`src/rtl/stack_controller.sv`:
```
// LIFO sequencer for a single-port synchronous RAM: turns push/pop requests into
// RAM write/read cycles and tracks stack occupancy, full/empty and misuse.
module stack_controller #(
  parameter int unsigned ADDRESS_SIZE = 4,
  parameter int unsigned DATA_SIZE    = 8
) (
  input  logic                    control_clock,
  input  logic                    reset,
  input  logic                    push_request,
  input  logic                    pop_request,
  input  logic [DATA_SIZE-1:0]    push_data,
  input  logic [DATA_SIZE-1:0]    ram_read_data,
  output logic [ADDRESS_SIZE-1:0] ram_address,
  output logic                    ram_write_enable,
  output logic [DATA_SIZE-1:0]    ram_write_data,
  output logic [DATA_SIZE-1:0]    pop_data,
  output logic                    pop_valid,
  output logic                    busy,
  output logic                    full,
  output logic                    empty,
  output logic                    error,
  output logic [ADDRESS_SIZE:0]   stack_count
);

  localparam int unsigned COUNT_W = ADDRESS_SIZE + 1;
  localparam logic [COUNT_W-1:0] DEPTH = COUNT_W'(1) << ADDRESS_SIZE;

  typedef enum logic [1:0] {
    IDLE,
    PUSH_WRITE,
    POP_ADDRESS,
    POP_WAIT
  } state_t;

  state_t                  state, state_next;
  logic [ADDRESS_SIZE-1:0] address_next;
  logic                    write_enable_next;
  logic [DATA_SIZE-1:0]    write_data_next;
  logic [DATA_SIZE-1:0]    pop_data_next;
  logic                    pop_valid_next;
  logic                    busy_next;
  logic                    full_next;
  logic                    empty_next;
  logic                    error_next;
  logic [COUNT_W-1:0]      count_next;

  // State and every output are registered; reset aborts any in-flight access.
  always_ff @(posedge control_clock) begin
    if (reset) begin
      state            <= IDLE;
      ram_address      <= '0;
      ram_write_enable <= 1'b0;
      ram_write_data   <= '0;
      pop_data         <= '0;
      pop_valid        <= 1'b0;
      busy             <= 1'b0;
      full             <= 1'b0;
      empty            <= 1'b1;
      error            <= 1'b0;
      stack_count      <= '0;
    end else begin
      state            <= state_next;
      ram_address      <= address_next;
      ram_write_enable <= write_enable_next;
      ram_write_data   <= write_data_next;
      pop_data         <= pop_data_next;
      pop_valid        <= pop_valid_next;
      busy             <= busy_next;
      full             <= full_next;
      empty            <= empty_next;
      error            <= error_next;
      stack_count      <= count_next;
    end
  end

  // Next-state and next-output logic; push has priority over pop in IDLE.
  always_comb begin
    state_next        = state;
    address_next      = ram_address;
    write_enable_next = 1'b0;
    write_data_next   = ram_write_data;
    pop_data_next     = pop_data;
    pop_valid_next    = 1'b0;
    busy_next         = busy;
    error_next        = 1'b0;
    count_next        = stack_count;

    case (state)
      IDLE: begin
        if (push_request) begin
          if (!full) begin
            address_next      = ADDRESS_SIZE'(stack_count);
            write_data_next   = push_data;
            write_enable_next = 1'b1;
            busy_next         = 1'b1;
            state_next        = PUSH_WRITE;
          end else begin
            error_next = 1'b1;
          end
        end else if (pop_request) begin
          if (!empty) begin
            address_next = ADDRESS_SIZE'(stack_count - COUNT_W'(1));
            busy_next    = 1'b1;
            state_next   = POP_ADDRESS;
          end else begin
            error_next = 1'b1;
          end
        end
      end
      PUSH_WRITE: begin
        count_next = stack_count + COUNT_W'(1);
        busy_next  = 1'b0;
        state_next = IDLE;
      end
      POP_ADDRESS: begin
        state_next = POP_WAIT;
      end
      POP_WAIT: begin
        pop_data_next  = ram_read_data;
        pop_valid_next = 1'b1;
        count_next     = stack_count - COUNT_W'(1);
        busy_next      = 1'b0;
        state_next     = IDLE;
      end
      default: begin
        busy_next  = 1'b0;
        state_next = IDLE;
      end
    endcase

    full_next  = (count_next == DEPTH);
    empty_next = (count_next == '0);
  end

endmodule

```
`config.mk`:
```
export PLATFORM = sky130hd
export DESIGN_NAME = stack_controller
export DESIGN_NICKNAME = d
export VERILOG_FILES = /design/src/rtl/stack_controller.sv
export SDC_FILE = /design/constraint.sdc
export NUM_CORES = 1
export LEC_CHECK = 0
export ABC_AREA = 1
export ABC_CLOCK_PERIOD_IN_PS = 2300
export CORE_MARGIN = 5
export CORE_UTILIZATION = 47
export DETAILED_ROUTE_END_ITERATION = 12
export PLACE_DENSITY = 0.86
export SYNTH_ARGS = -nofsm -noshare
export SYNTH_HDL_FRONTEND = slang
export SYNTH_SLANG_ARGS = --single-unit
```
`constraint.sdc`:
```
create_clock -name control_clock -period 2.3 [get_ports control_clock]
set_input_delay 0.46 -clock control_clock [delete_from_list [all_inputs] [get_ports control_clock]]
set_output_delay 0.46 -clock control_clock [all_outputs]
set_load 0.02 [all_outputs]
```
==> flow_summary.ini <==
[cells_and_area]
design_area_um2 = 1980
finalCoreUtilization = 0.704
final_cells = 281
fin_nets = 271
fillCellCount = 243
antenna_cells = 0
syn2layout_area_growth_pct = 41.4
drive_gt1_frac = 0.0880

[clock_tree]
cts_setup_buffers = 0
worstSkewPairLatency_ns = 0.34
holdBufCountCts = 0
cts_root_buf = clkbuf_4
ctsResizeCount = 0
clkTransAtPathRegs_ns = 0.11
clock-sinks = 33
h-tree-depth = 2
cts_made_buffers = 5
cts_tree = built
clockBufferDepth = 2

[sta]
tns_ns = 0
worst_slack_ns = 0.321
post-route-period-util = 0.860
rsz0062_at_grt = no
slew_headroom = 0.585
finalSetupViolations = 0
finalMaxSlewViolations = 0
fmaxAchievable_ghz = 0.505
worst_slew_pin_slew_ns = 0.622
min_period_ns = 1.98
finalHoldViolCount = 0
finClkSkew_ns = 0.00835

[yosys]
avgSynthCellArea_um2 = 7.13
synth_edf_count = 0
postSynthCellCount = 196
ys_types = 22
yosys_warnings = 0
synth_top_flop_cell = dfxtp_1
synth_nets = 218
seq_area_frac_synth = 0.473
synthArstFlopShare = 0
synth_area_um2 = 1400
ys_ff_latch = 33

[grt]
overflow = 0
grt_start_max_net_pins = 24
grt_pass1_vias = 1318
antenna_found_initial = 0
grt_first_pass_wirelength_mm = 5.76
track_usage = 0.178

[route]
drt_pass1_iterations = 4
drt_iter0_markers = 70
wl_per_cell_um = 12.3
avgViaCountPerCell = 5.10
antenna_left = 0
drc_errors = 0
route.vias.total = 1432
drt-total-wl_mm = 3.46

[run_status]
run_status = completed

[worst_setup_path]
endpoint_kind = output port
critPathLaunch = stack_count[2]$_SDFF_PP0_
critPathKind = register to output port
r2r_start = stack_count[0]$_SDFF_PP0_
path_max_fanout = 9
required_ns = 1.84
cp_cell_sequence = clkdlybuf4s50_1
worstPathBufferInverterCount = 1
cp_slowest_stage_delay_ns = 0.67
crit_family = buffers and inverters
critPathLaunchType = register
arrival_ns = 1.52
crit_slowest_cell = clkdlybuf4s50_1

[floorplanning]
dieArea_um2 = 4160
initial_core_util = 0.498
die_h_um = 64.5
rows = 19
pin_count = 51
core_um2 = 2810
die_w_um = 64.5

[placement]
finalWeightedCongestion = 0.868
port_buffers = 50
placedCellCount = 273
placed_area_um2 = 1920
dpl.hpwl_mm = 2.49
dp_slack_ns = 0.444

[power]
leakagePower_nw = 0.869
peakVddDrop_mv = 0.512
power.density_nw_per_um2 = 665

[flow_run]
cap_violations = 0

[hold_path]
hold_class = register to register
min-delay-start = busy$_SDFFE_PP0P_
metrics by stage:
stage | power (mW) | hold WS (ns)
2_1_floorplan | 0.855 | 0.539
3_3_place_gp | 1.00 | 0.461
3_5_place_dp | 1.00 | 0.464
4_1_cts | 1.33 | 0.484
5_1_grt | 1.39 | 0.512
6_report | 1.31 | 0.485
where the power goes:
| group | switching (mW) | internal (mW) |
|---|---|---|
| Clock | 0.206 | 0.115 |
| Sequential | 0.0318 | 0.617 |
| Combinational | 0.188 | 0.155 |
flip-flops by register name (all words and copies together) (netlist names):
signal and cells:
ram_write_enable 1, ram_address 4, busy 1, stack_count 5, error 1, ram_write_data 8
pop_valid 1, full 1, empty 1, state 2, pop_data 8
logic make-up (layout without fill, tap and decap cells):
group / Yosys count / after routing / share of synthesized area
adder cells (fa/ha/maj): 2 / 2 / 0.0179
AO/OA/AOI/OAI: 29 / 29 / 0.112
buffers and inverters: 25 / 79 / 0.0734
AND/OR/NAND/NOR: 107 / 107 / 0.324
flip-flops: 33 / 33 / 0.473
final timing paths:
kind,to,slack (ns),cells past startpoint
hold reg to reg,busy$_SDFFE_PP0P_,0.48,2
setup reg to reg,empty$_SDFF_PP1_,0.73,8
hold / removal,busy$_SDFFE_PP0P_,0.48,2
setup / recovery,stack_count[2],0.32,1
cells in the final DEF (no fill, tap or decap), drive strengths merged, types with 3 or more instances in the layout:
cell type / n
clkdlybuf4s50: 50
inv: 19
clkbuf: 5
nand2: 35
a21oi: 4
clkinv: 3
dfxtp: 33
nand3: 12
o21ai: 25
nor2: 54
cells in the mapped netlist, types with 2 or more instances:
cell type / number / area, um2
inv_1: 14 / 52.6
buf_2: 4 / 20.0
inv_2: 4 / 15.0
nor2_1: 50 / 188
a21oi_1: 4 / 20.0
nand2_1: 34 / 128
dfxtp_1: 33 / 661
nor2_2: 4 / 25.0
nand3_1: 11 / 55.1
nor3_1: 2 / 10.0
nand4_1: 2 / 12.5
ha_1: 2 / 25.0
o21ai_1: 4 / 20.0
o21ai_0: 20 / 100
routing by layer:
| layer | track usage | vias to the layer above | part of all wire |
|---|---|---|---|
| met1 | 0.206 | 643 | 0.46 |
| met5 | 0 | - | 0 |
| li1 | - | 727 | - |
| met3 | 0.0587 | 5 | 0.071 |
| met4 | 0.0633 | 0 | 0.016 |
| met2 | 0.305 | 57 | 0.45 |
area by class of cell:
class	count	area, um2	area share
repair buffers	51	508	0.257
inverters	20	78.8	0.0399
flip-flops and latches	33	661	0.334
well taps	31	38.8	0.0196
multi-input cells	138	634	0.321
clock buffers	5	37.5	0.0190
clock inverters	3	17.5	0.00887
(Power assumes the default switching activity.)
